### src/rtl/decodificador_n_seq_if.sv
// Bus bundle for decodificador_n_seq: control/select inputs and decoded outputs.
// f_par exists only when DECOD_PAR_EN is defined.
interface decodificador_n_seq_if #(
    parameter int N = 2
);
    logic              en;
    logic              modo;
    logic              load;
    logic [N-1:0]      sel;
    logic [(1<<N)-1:0] Y;
    logic [N-1:0]      idx;
    logic              wrap;
`ifdef DECOD_PAR_EN
    logic              f_par;

    modport master (output en, modo, load, sel, input Y, idx, wrap, f_par);
    modport slave  (input en, modo, load, sel, output Y, idx, wrap, f_par);
`else
    modport master (output en, modo, load, sel, input Y, idx, wrap);
    modport slave  (input en, modo, load, sel, output Y, idx, wrap);
`endif
endinterface

### src/rtl/decodificador_n_seq.sv
// Registered N->2^N one-hot decoder with enable blanking, direct load and prescaled auto-scan.
// Optional DECOD_PAR_EN adds f_par, the OR of the even-index outputs.
module decodificador_n_seq #(
    parameter int N        = 2,
    parameter int SCAN_DIV = 4
) (
    input  logic                  clk,
    input  logic                  rst,
    decodificador_n_seq_if.slave  bus
);
    localparam int              W        = 1 << N;
    localparam int              PW       = (SCAN_DIV > 1) ? $clog2(SCAN_DIV) : 1;
    localparam logic [PW-1:0]   PRE_LAST = PW'(SCAN_DIV - 1);
    localparam logic [N-1:0]    IDX_LAST = '1;

    logic [N-1:0]  idx_q, idx_d;
    logic [PW-1:0] pre_q, pre_d;
    logic [W-1:0]  y_q, y_d;
    logic          wrap_q, wrap_d;

    always_comb begin
        idx_d  = idx_q;
        pre_d  = pre_q;
        wrap_d = 1'b0;
        if (bus.en) begin
            if (bus.modo) begin
                if (pre_q == PRE_LAST) begin
                    pre_d  = '0;
                    idx_d  = idx_q + 1'b1;
                    wrap_d = (idx_q == IDX_LAST);
                end else begin
                    pre_d = pre_q + 1'b1;
                end
            end else begin
                // Direct mode keeps the prescaler cleared so a later scan starts a full period.
                pre_d = '0;
                if (bus.load) begin
                    idx_d = bus.sel;
                end
            end
        end
    end

    // Output register decodes the index being written this edge, so Y and idx move together.
    for (genvar gi = 0; gi < W; gi++) begin : g_decode
        assign y_d[gi] = bus.en & (idx_d == N'(gi));
    end

    always_ff @(posedge clk) begin
        if (rst) begin
            idx_q  <= '0;
            pre_q  <= '0;
            y_q    <= '0;
            wrap_q <= 1'b0;
        end else begin
            idx_q  <= idx_d;
            pre_q  <= pre_d;
            y_q    <= y_d;
            wrap_q <= wrap_d;
        end
    end

    assign bus.Y    = y_q;
    assign bus.idx  = idx_q;
    assign bus.wrap = wrap_q;

`ifdef DECOD_PAR_EN
    logic [W/2-1:0] even_bits;
    for (genvar gi = 0; gi < W/2; gi++) begin : g_even
        assign even_bits[gi] = y_q[2*gi];
    end
    assign bus.f_par = |even_bits;
`endif

endmodule

### src/flat_wrapper.sv
// flat-port wrapper written by rule: the top's interface ports become plain ports
module decodificador_n_seq_flat 
#(
    parameter int N        = 2,
    parameter int SCAN_DIV = 4
)
  (clk, rst, bus_en, bus_modo, bus_load, bus_sel, bus_Y, bus_idx, bus_wrap);
  decodificador_n_seq_if #(.N(N)) bus_i ();
  input  logic clk;
  input  logic rst;
  input wire logic [$bits(bus_i.en)-1:0] bus_en;
  input wire logic [$bits(bus_i.modo)-1:0] bus_modo;
  input wire logic [$bits(bus_i.load)-1:0] bus_load;
  input wire logic [$bits(bus_i.sel)-1:0] bus_sel;
  output wire logic [$bits(bus_i.Y)-1:0] bus_Y;
  output wire logic [$bits(bus_i.idx)-1:0] bus_idx;
  output wire logic [$bits(bus_i.wrap)-1:0] bus_wrap;
  assign bus_i.en = bus_en;
  assign bus_i.modo = bus_modo;
  assign bus_i.load = bus_load;
  assign bus_i.sel = bus_sel;
  assign bus_Y = bus_i.Y;
  assign bus_idx = bus_i.idx;
  assign bus_wrap = bus_i.wrap;
  decodificador_n_seq #(.N(N), .SCAN_DIV(SCAN_DIV)) u_core (.clk(clk), .rst(rst), .bus(bus_i));
endmodule
### config.mk
export PLATFORM = sky130hd
export DESIGN_NAME = decodificador_n_seq_flat
export DESIGN_NICKNAME = d
export VERILOG_FILES = /design/src/rtl/decodificador_n_seq_if.sv /design/src/rtl/decodificador_n_seq.sv /design/src/flat_wrapper.sv
export SDC_FILE = /design/constraint.sdc
export NUM_CORES = 1
export LEC_CHECK = 0
export CAP_MARGIN = 20
export CORE_AREA = 2 2 39 41
export CTS_BUF_LIST = sky130_fd_sc_hd__clkbuf_8
export DETAILED_ROUTE_END_ITERATION = 10
export DIE_AREA = 0 0 41 43
export GPL_ROUTABILITY_DRIVEN = 1
export GPL_TIMING_DRIVEN = 0
export PLACE_DENSITY = 0.69
export SYNTH_ARGS = -nofsm -noshare
export SYNTH_HDL_FRONTEND = slang
export SYNTH_SLANG_ARGS = --single-unit
### constraint.sdc
create_clock -name clk -period 1.62 [get_ports clk]
set_clock_uncertainty 0.05 [all_clocks]
set_input_delay 0.324 -clock clk [delete_from_list [all_inputs] [get_ports clk]]
set_output_delay 0.324 -clock clk [all_outputs]
set_load 0.05 [all_outputs]
; ---- After elaboration in Yosys (flattened, before gate mapping)
; Index checks and enable logic that the tools add are counted.
[word_totals]
ff_bits = 9
input_bits = 7
output_inout_bits = 7
wordCells = 26
[op_classes]
n_addsub = 2
n_eq_ne = 5
n_mux = 6
bitwise = 7
reduce_logical = 2
[ops]
columns = operator, count
row1 = 2-to-1 mux 2 bit, 6
row2 = == test 2 bit (second input constant), 4
row3 = adder 2 x 1 -> 2 bit (second input constant), 2
row4 = AND 1 bit, 4
row5 = OR reduction 4 bit, 1
row6 = inverter 1 bit, 3
row7 = == test 2 x 1 -> 1 bit (second input constant), 1
row8 = logical NOT 2 bit, 1

; ---- Longest topological paths before layout
; Gate-level depths: netlist of run 1.
[logic_depth]
ltp_word = 6
depth_mapped = 4
depth_no_buf = 4

; ---- Worst setup path before layout of run 1
; No wires, ideal clock.
[synth_path]
path_kind = flip-flop to flip-flop
startpoint = register u_core.idx_q[1], in the netlist u_core.bus.idx[1]
endpoint = register u_core.y_q[3], in the netlist u_core.bus.Y[3]
arrival_ns = 1.412
required_time_ns = 1.443
slack_ns = 0.031
stages_incl_launch_ff = 5
cell_sequence = dfxtp_1 -> ha_1 -> mux2i_1 -> mux2_2 -> nor3_1
[synth_via]
elab_chain_cells = 6
word_cells_on_any_way = 7
classes_between = 1 x add/sub / 1 x eq/ne / 4 x mux / 1 x bitwise
[synth_lines]
columns = item, line_no
row1 = "start, declared", decodificador_n_seq.sv:16  ; logic [N-1:0] idx_q, idx_d;
row2 = "start signal, assigned", decodificador_n_seq.sv:56  ; idx_q <= idx_d;
row3 = adder 2 x 1 -> 2 bit, decodificador_n_seq.sv:29  ; idx_d = idx_q + 1'b1;
row4 = 2-to-1 mux 2 bit, decodificador_n_seq.sv:27  ; if (pre_q == PRE_LAST) begin
row5 = 2-to-1 mux 2 bit, decodificador_n_seq.sv:26  ; if (bus.modo) begin
row6 = 2-to-1 mux 2 bit (*), decodificador_n_seq.sv:25  ; if (bus.en) begin
row7 = == test 2 bit (*), decodificador_n_seq.sv:46  ; assign y_d[gi] = bus.en & (idx_d == N'(gi));
row8 = AND 1 bit (*), decodificador_n_seq.sv:46
row9 = "end signal, assigned", decodificador_n_seq.sv:58  ; y_q <= y_d;
row10 = "end, declared", decodificador_n_seq.sv:18  ; logic [W-1:0] y_q, y_d;
; Every way passes the cells marked *; elsewhere a longest branch is shown, timed or not.
; A chain may end at the register's enable or synchronous reset.

; ---- Worst setup path after layout of run 1
[layout_path]
startpoint = input bus_load
endpoint = register u_core.y_q[0], in the netlist u_core.bus.Y[0]
[layout_via]
elab_chain_cells = 5
[layout_lines]
columns = item, line_no
row1 = "start, declared", flat_wrapper.sv:13  ; input wire logic [$bits(bus_i.load)-1:0] bus_load;
row2 = 2-to-1 mux 2 bit, decodificador_n_seq.sv:37  ; if (bus.load) begin
row3 = 2-to-1 mux 2 bit, decodificador_n_seq.sv:26
row4 = 2-to-1 mux 2 bit, decodificador_n_seq.sv:25
row5 = logical NOT 2 bit, decodificador_n_seq.sv:46
row6 = AND 1 bit, decodificador_n_seq.sv:46
; No other way between the ends.

==> results.md, run 1 <==
- Status: completed
- Postcts setup bufs: 0
- TritonCTS buffer count: 3
- Fmax: just under 700 MHz
- Sequential share of power: about two fifths
- Global routing's busiest layer: met2
- First-pass GRT wire length: approximately 1500 µm
- Worst flop-to-flop path endpoint: u_core.bus.Y[0]$_SDFF_PP0_
- Hold depth: 3
- Ratio of final minimum period to clock period: between 80% and 90%
- Power Density: 919 nW/µm²
- R2R Path Start: u_core.pre_q[0]$_SDFFE_PP0P_
- Area leader, netlist: dfxtp_1
- Sink Count: 9
- CP arrival: around 1600 ps
- Total number of vias: a little under 400
- Period minus WS final: 1450 ps
- Storage cell area: approximately 180 µm²
- Leakage: between 0.0002 and 0.0003 µW
- Vias in the first global route: between 300 and 400
- Worst slew margin: roughly two thirds
- Post-Place Setup Slack: -70.0 ps
- RSZ-0062 raised after global routing: false
- Post-synthesis average cell area: 10.1 µm²
- Remaining Overflow, GRT: 0
- Worst hold-check path type: input port to flop
- Critical path startpoint category: input port
- Rows: 14
- Ports: 14
- Synth Register Bits: 9
- CORE AREA: approximately 1400 µm²
- Comb power frac: between 10% and 20%
- Synth cell types: 22
- Critical Path RT: ~1700 ps
- Starting Density: about a third
- CP Class: input port to flop
- IO buf count: 11
- Total GRT Usage: around 13%
- Area of the multi-input gates: between 200 and 300 µm²
- Final setup margin: roughly 170 ps
- Post-layout util: 45.8%
- Syn. warnings: 0
- MaxCap Viol Count: 0
- Cells after Synth: 47
- Synthesized net count: 57
- Setup violators final: 0
- Reg clk slew, reported paths: roughly 40 ps
- First-pass DRT Iterations: 3
- Final-report max-slew violation count: 0
- Worst R2R Path Depth: 4
- Post-synth EDFFs: 0
- Vias/cell: 4.95
- Reg2reg setup slack: about 260 ps
- Antenna violations before repair: 0
- Skew-Pair Late Insertion Delay: 230 ps
- Endpoints failing hold: 0
- DRC viols: 0
- Layout area overhead: 33.4%
- Switching part of the total: 25.4%
- Share of cells above drive strength 1: roughly 18%
- Syn Std Cell Area: between 400 and 500 µm²
- Clk buf depth: 2
- Share of the yosys chip area belonging to registers: 37.9%
- Final Net Count: 73
- Met1 Use GR: between 10% and 20%
- Ys async rst share: 0%
- Pin count of the biggest net entering global routing: 11
- Hold buffer count at cts: 0
- Power share of the clock group: 43.3%
- Fin area: 634 µm²
- H-tree depth: 1
- CP Capture Type: flop
- DR WL/cell: 10.9 µm
- Detailed Route Iter0 Violations: 2
- Chip width: approximately 40 µm
- Antenna-violating nets left: 0
- Hold Crit Start: bus_modo
- CP max FO: 5
- Root Buffer: clkbuf_8
- GR Util met3: approximately a tenth
- Top cell type's share of synthesized area: 37.9%
- Largest cells by area after synthesis: dfxtp_1, ha_1, nand2b_1, mux2i_1, nand3_1
- Die area: between 1500 and 2000 µm²
- Fillers: approximately 160
- Hold Path Sink: u_core.bus.wrap$_SDFF_PP0_
- GPL Wtd Cong: 0.708
- Peak VDD IR: between 600 and 700 µV
- Dpl cell area: slightly above 600 µm²
- Antenna cells: 0
- WL final: approximately 850 µm
- Net Sw Power: about 150 µW
- Grt met2 use: a little under a fifth
- Slew at the pin closest to its max-slew limit: approximately 480 ps
- TritonCTS clock tree: yes
- Int Power: 435 µW
- Synth Flop Type: dfxtp_1
- DIE HEIGHT: 43 µm
[per-stage QoR]
stage               std cells  total power (µW)  setup TNS, ps  hold slack, ps
global route               78               614              0             315
detailed placement         74               340           -151             436
CTS                        78               597              0             298
floorplan                  47               307              0             343
finish                     78               583              0             302
global placement           74               339           -173             430
[how the worst max path moves through the flow]
stage,to,cells past startpoint,slack [ps],startpoint
floorplan,u_core.bus.Y[3]$_SDFF_PP0_,4,30,u_core.bus.idx[1]$_SDFF_PP0_
global placement,u_core.bus.Y[2]$_SDFF_PP0_,4,-60,bus_load
detailed placement,u_core.bus.Y[0]$_SDFF_PP0_,4,-70,bus_load
CTS,bus_idx[0],1,10,u_core.bus.idx[0]$_SDFF_PP0_
global route,u_core.bus.Y[2]$_SDFF_PP0_,4,120,bus_load
finish,u_core.bus.Y[0]$_SDFF_PP0_,4,170,bus_load
[critical path: stages]
cell and delay [ps]:
clkdlybuf4s50_1 500, mux2_4 320, o221a_4 250, nor3_2 160
[layout by cell type, fill, tap and decap left out, types with 2 or more instances in the layout]
| cell type | netlist | layout |
|---|---|---|
| dlygate4sd2_1 | 0 | 5 |
| nand2b_1 | 6 | 6 |
| nor3_1 | 2 | 2 |
| a21oi_1 | 3 | 3 |
| dfxtp_1 | 9 | 9 |
| o21ai_0 | 2 | 2 |
| nand3_1 | 4 | 4 |
| mux2i_1 | 3 | 3 |
| clkbuf_2 | 0 | 2 |
| ha_1 | 3 | 3 |
| clkbuf_8 | 0 | 3 |
| clkdlybuf4s50_1 | 0 | 4 |
| nor3_2 | 2 | 2 |
[cell type report]
type                    count  share of cell area [%]
plain buffers               2                    2.37
clock buffers               3                    6.51
clock inverters             1                   0.592
multi-input cells          36                    44.2
flip-flops and latches      9                    28.4
well taps                  16                    3.16
repair buffers             11                    14.8
[registers in the layout, indices dropped and copies added, names as in the netlist]
signal / cells
u_core.bus.Y: 4
u_core.bus.idx: 2
u_core.pre_q: 2
u_core.bus.wrap: 1
[power groups by stage]
stage | clock (µW) | sequential, µW | combinational (µW)
floorplan | 0 | 261 | 45.1
global placement | 0 | 241 | 97.7
finish | 252 | 237 | 93.6
global route | 273 | 239 | 102
CTS | 265 | 237 | 95.0
detailed placement | 0 | 241 | 98.5
[kinds of logic after synthesis]
group,synth area share (%)
AND/OR/NAND/NOR,23.4
flip-flops,37.9
buffers and inverters,3.16
adder cells (fa/ha/maj),7.90
multiplexers,11.8
AO/OA/AOI/OAI,15.8
[routing by layer]
layer	wire length (µm)	vias up
li1	-	202
met1	371	169
met2	395	12
met3	69	3
met4	11	0
met5	0	-
[synth_stat cells, types with 2 or more instances]
cell type,count
nor3_1,2
mux2i_1,3
nand2b_1,6
nor3_2,2
a21oi_1,3
nand3_1,4
ha_1,3
dfxtp_1,9
o21ai_0,2
[timing repair]
item / 4_1_cts / 5_1_grt
pin swaps: 0 / 0
gates cloned: 0 / 0
endpoints found under the setup margin: 7 / 2
gates resized for setup: 7 / 4
Power figures use the tool's default switching activity.
==> run 2: changes to the inputs <==
- REMOVE_ABC_BUFFERS: default -> 1
==> run 2 against run 1 <==
Clock power increased by 2%. Critical path depth stayed put. Routed wire length decreased by 1.7%. Die area did not move. Worst setup slack gained 7.4 ps. First-iteration DRC count did not move. Sequential power hardly changed. Non-clock buffer count is the same. Via count fell by 1.6%.
==> results.md, run 2 (synthesis results as in run 1) <==
- GPL Wtd Cong: 0.708 (about the same)
- Layout area overhead: 34.2%
- Hold Path Sink: u_core.pre_q[1]$_SDFFE_PP0P_
- Leakage: 0.000280 µW (+0.70%)
- CP Capture Type: flop
- H-tree depth: 1 (unchanged)
- First-pass DRT Iterations: 2 (-1)
- TritonCTS clock tree: yes
- Worst slew margin: 67.8% (-0.23 points)
- Pin count of the biggest net entering global routing: 11 (unchanged)
- DRC viols: 0 (unchanged)
- Reg2reg setup slack: 270 ps (about the same)
- Reg clk slew, reported paths: 50 ps (about the same)
- Chip width: 41 µm (unchanged)
- IO buf count: 13 (+2)
- Total number of vias: 380 (-1.6%)
- First-pass GRT wire length: 1430 µm (-2.3%)
- MaxCap Viol Count: 0 (unchanged)
- Antenna-violating nets left: 0 (unchanged)
- Most frequent cells in the layout: dfxtp_1, nand2b_1, dlygate4sd2_1, clkdlybuf4s50_1, nand3_1
- Peak VDD IR: 494 µV (-23%)
- Root Buffer: clkbuf_8
- DIE HEIGHT: 43 µm (unchanged)
- Hold depth: 2 (-1)
- Fillers: 151 (-2.6%)
- Ports: 14 (unchanged)
- Final setup margin: 178 ps (+7.39 ps)
- Vias in the first global route: 358 (+5.0%)
- TritonCTS buffer count: 3 (unchanged)
- Status: completed
- Worst R2R Path Depth: 4 (unchanged)
- R2R Path Start: u_core.pre_q[0]$_SDFFE_PP0P_
- Final Net Count: 73 (unchanged)
- Post-Place Setup Slack: -307 ps (-237 ps)
- Slew at the pin closest to its max-slew limit: 486 ps (+3.39 ps)
- Rows: 14 (unchanged)
- Commonest non-fill, non-tap cell in the layout: dfxtp_1
- Ratio of final minimum period to clock period: 89.0% (-0.46 points)
- Remaining Overflow, GRT: 0 (unchanged)
- Worst flop-to-flop path endpoint: u_core.bus.Y[2]$_SDFF_PP0_
- RSZ-0062 raised after global routing: false
- Share of cells above drive strength 1: 16.1% (-1.6 points)
- Power Density: 918 nW/µm² (-0.15%)
- Fmax: 693 MHz (+0.51%)
- Sink Count: 9 (unchanged)
- Critical path startpoint category: input port
- Skew-Pair Late Insertion Delay: 230 ps (about the same)
- Max reg flops: 4 (unchanged)
- Die area: 1760 µm² (unchanged)
- CP Class: input port to flop
- Antenna violations before repair: 0 (unchanged)
- Final-report max-slew violation count: 0 (unchanged)
- CORE AREA: 1380 µm² (unchanged)
- Hold buffer count at cts: 0 (unchanged)
- Antenna cells: 0 (unchanged)
- Worst hold-check path type: flop to flop
- Post-layout util: 46.1% (+0.27 points)
- WL final: 833 µm (-1.7%)
- Setup violators final: 0 (unchanged)
- Hold Crit Start: u_core.pre_q[1]$_SDFFE_PP0P_
- Postcts setup bufs: 0 (unchanged)
- Critical Path RT: 1730 ps (about the same)
- CP max FO: 5 (unchanged)
- DP HPWL: around 630 µm
- Detailed Route Iter0 Violations: 2 (unchanged)
- Total GRT Usage: 12.5% (-0.52 points)
- Clk buf depth: 2 (unchanged)
- DR WL/cell: 10.7 µm (-1.7%)
- Vias/cell: 4.87 (-1.6%)
- Starting Density: 34.4% (unchanged)
- Endpoints failing hold: 0 (unchanged)
- CP arrival: 1550 ps (about the same)
- Total power: 586 µW (+0.44%)
- Period minus WS final: 1440 ps (-7.39 ps)
run 2: timing repair:
item,in CTS,in global routing
endpoints found under the setup margin,11,2
resized for setup,8,4
hold endpoints to repair,0,0
run 2: where the power goes:
part	switching [µW]	total (µW)	internal (µW)
logic	52.5	92.5	40.1
registers	6.70	237	230
clock network	91.0	256	165
total	150	586	436
run 2: metrics by stage:
step | std cells | instance area [µm²] | hold slack (ps) | setup TNS, ps
2_1_floorplan | 45 | 460 | 343 | 0
3_3_place_gp | 74 | 611 | 432 | -1320
3_5_place_dp | 74 | 611 | 442 | -1320
4_1_cts | 78 | 646 | 448 | 0
5_1_grt | 78 | 638 | 460 | 0
6_report | 78 | 638 | 442 | 0
run 2: critical path, cell delays in order:
cell and delay (ps):
clkdlybuf4s50_1 490, mux2_4 320, o221a_4 250, nor3_2 160
run 2: cell type report:
| type | count | area, µm² | share of cell area [%] |
|---|---|---|---|
| multi-input combinational | 36 | 280 | 43.9 |
| sequential | 9 | 180 | 28.2 |
| timing repair buffer | 13 | 113 | 17.6 |
| clock buffer | 3 | 41.3 | 6.47 |
| tap | 16 | 20.0 | 3.14 |
| clock inverter | 1 | 3.75 | 0.588 |
run 2: per-layer routing:
metal	track usage (%)	part of all wire [%]	up-vias
met1	12.9	45	166
met5	0	0	-
met3	9.42	8.6	0
met2	18.8	47	12
met4	4.00	0	0
li1	-	-	202
run 2: worst max-delay path by stage:
stage,from,end
6_report,bus_load,u_core.bus.Y[2]$_SDFF_PP0_
5_1_grt,bus_load,u_core.bus.Y[1]$_SDFF_PP0_
4_1_cts,u_core.bus.idx[0]$_SDFF_PP0_,bus_idx[0]
3_5_place_dp,bus_modo,u_core.bus.Y[2]$_SDFF_PP0_
3_3_place_gp,bus_modo,u_core.bus.Y[2]$_SDFF_PP0_
2_1_floorplan,u_core.bus.idx[1]$_SDFF_PP0_,u_core.bus.Y[3]$_SDFF_PP0_
==> patch (config.mk and constraints of run 1) <==
`SCAN_DIV` is set to 4 in 2 places; all go to 2.
--- a/src/rtl/decodificador_n_seq.sv
+++ b/src/rtl/decodificador_n_seq.sv
@@ -2,7 +2,7 @@
 // Optional DECOD_PAR_EN adds f_par, the OR of the even-index outputs.
 module decodificador_n_seq #(
     parameter int N        = 2,
-    parameter int SCAN_DIV = 4
+    parameter int SCAN_DIV = 2
 ) (
     input  logic                  clk,
     input  logic                  rst,
--- a/src/flat_wrapper.sv
+++ b/src/flat_wrapper.sv
@@ -2,7 +2,7 @@
 module decodificador_n_seq_flat 
 #(
     parameter int N        = 2,
-    parameter int SCAN_DIV = 4
+    parameter int SCAN_DIV = 2
 )
   (clk, rst, bus_en, bus_modo, bus_load, bus_sel, bus_Y, bus_idx, bus_wrap);
   decodificador_n_seq_if #(.N(N)) bus_i ();
Formal check against the unedited RTL: not equivalent (Yosys sat finds a counterexample within 4 cycles, from zero or initial values and one cycle with rst high).
==> patch against run 1 <==
Non-clock buffer count unchanged. Area after synthesis decreased by 28%. Cell area decreased by 17%. Setup slack got worse by 0.10 ns. Wire length decreased by 27%. Sequential cell count decreased by 1. Synthesized cell count decreased by 32%. Clock power decreased by 8.3%. Total power decreased by 7.6%.
==> patch: results <==
critical_path:
  arrival_ns: 1.18
  critPathMaxFanout: 5
  r2r_slack_ns: 0.31
  r2r-end: "u_core.bus.Y[1]"
  crit_family: "buffers and inverters"
  slowest_delay_ns: 0.55
  crit_end: "bus_idx[0]"
  slowest_stage: "dlygate4sd2_1"
  startpoint: "u_core.bus.idx[0]"
  r2r_cells: 4
grt:
  antenna_found_initial: 0
  grtUsageTotal_pct: 9.14
  grt_max_degree: 9
  grt_pass1_wl_um: 1040
  grt_pass1_vias: 267
finish:
  nets: 58
  antenna_cells: 0
  largest_reg_flops: 4
  fillers: 143
  final_layout_size_suffix_gt1_share_pct: 18.8
power:
  total_power_uw: 539
  peakVddDrop_mv: 0.498
  pg_seq_uw: 214
  pg_comb_uw: 93.4
  leakage_nw: 0.248
  intPower_uw: 408
cts:
  ctsRootBufferMaster: "clkbuf_8"
  cts-buffers-inserted: 3
  clk_latency_ns: 0.22
  max-clock-path-buffers: 2
  htreeDepth: 1
  clkSlewWorstSetupHoldPaths_ns: 0.04
place:
  gp_congestion: 0.754
  dp_hpwl_um: 496
  dp_slack_ns: -0.229
  io_buffer_count: 13
route:
  drtIter0Drc: 3
  drt_pre_antenna_iters: 3
  wire_per_inst_um: 9.72
  drc: 0
  vias: 296
synth:
  synth_seq_area_share_pct: 46.5
  ys_top_cells_by_area: "dfxtp_1, o211ai_2, or3b_1"
  synth_ff_type: "dfxtp_1"
  synthArstFlopShare_pct: 0
  synth_common_cells: "dfxtp_1, nand2_1"
  synth_fp_nets: 40
  yosys_warnings: 0
  synth.distinct_cells: 18
sta:
  final.min_clock_period_ns: 1.55
  worst-slew-pin-transition_ns: 0.485
status:
  status: "finished clean"
min_path:
  min_path_cells: 2
  min_path_type: "reg2reg"
run:
  drv_cap: 0
==> patch: layout make-up <==
class / count / share of cell area (%)
tap: 16 / 3.78
clock buffer: 3 / 7.80
multi-input combinational: 24 / 34.8
timing repair buffer: 13 / 23.4
sequential: 8 / 30.3
==> patch: how the worst min path moves through the flow <==
stage                      startpoint                 to  slack (ns)
global route                 bus_modo    u_core.bus.wrap        0.54
detailed placement  u_core.bus.idx[1]  u_core.bus.idx[1]        0.51
finish              u_core.bus.idx[1]  u_core.bus.idx[1]        0.51
CTS                 u_core.bus.idx[1]  u_core.bus.idx[1]        0.52
floorplan                         rst       u_core.pre_q        0.35
global placement    u_core.bus.idx[1]  u_core.bus.idx[1]        0.51
==> patch: repair_timing <==
action,in CTS,in global routing
gates resized for setup,7,1
pin swaps,0,0
setup endpoints to repair,7,3
setup buffers,0,0
==> patch: logic make-up after synthesis <==
family,after synthesis,share of synthesized area [%]
adders and majority gates,1,3.64
muxes,2,7.63
and+or+nand+nor,15,27.6
DFF,8,46.5
AOI/OAI and AO/OA,6,14.5
==> patch: metrics by stage <==
step / cells / cell area (um2)
6_report: 64 / 529
2_1_floorplan: 32 / 344
4_1_cts: 64 / 527
3_5_place_dp: 61 / 494
3_3_place_gp: 61 / 494
5_1_grt: 64 / 529
==> patch: routing by layer <==
metal  wire (um)  global-route usage, %
met1         280                   10.3
met4          16                   6.00
met3          56                   4.71
met5           0                      0
met2         268                   12.8
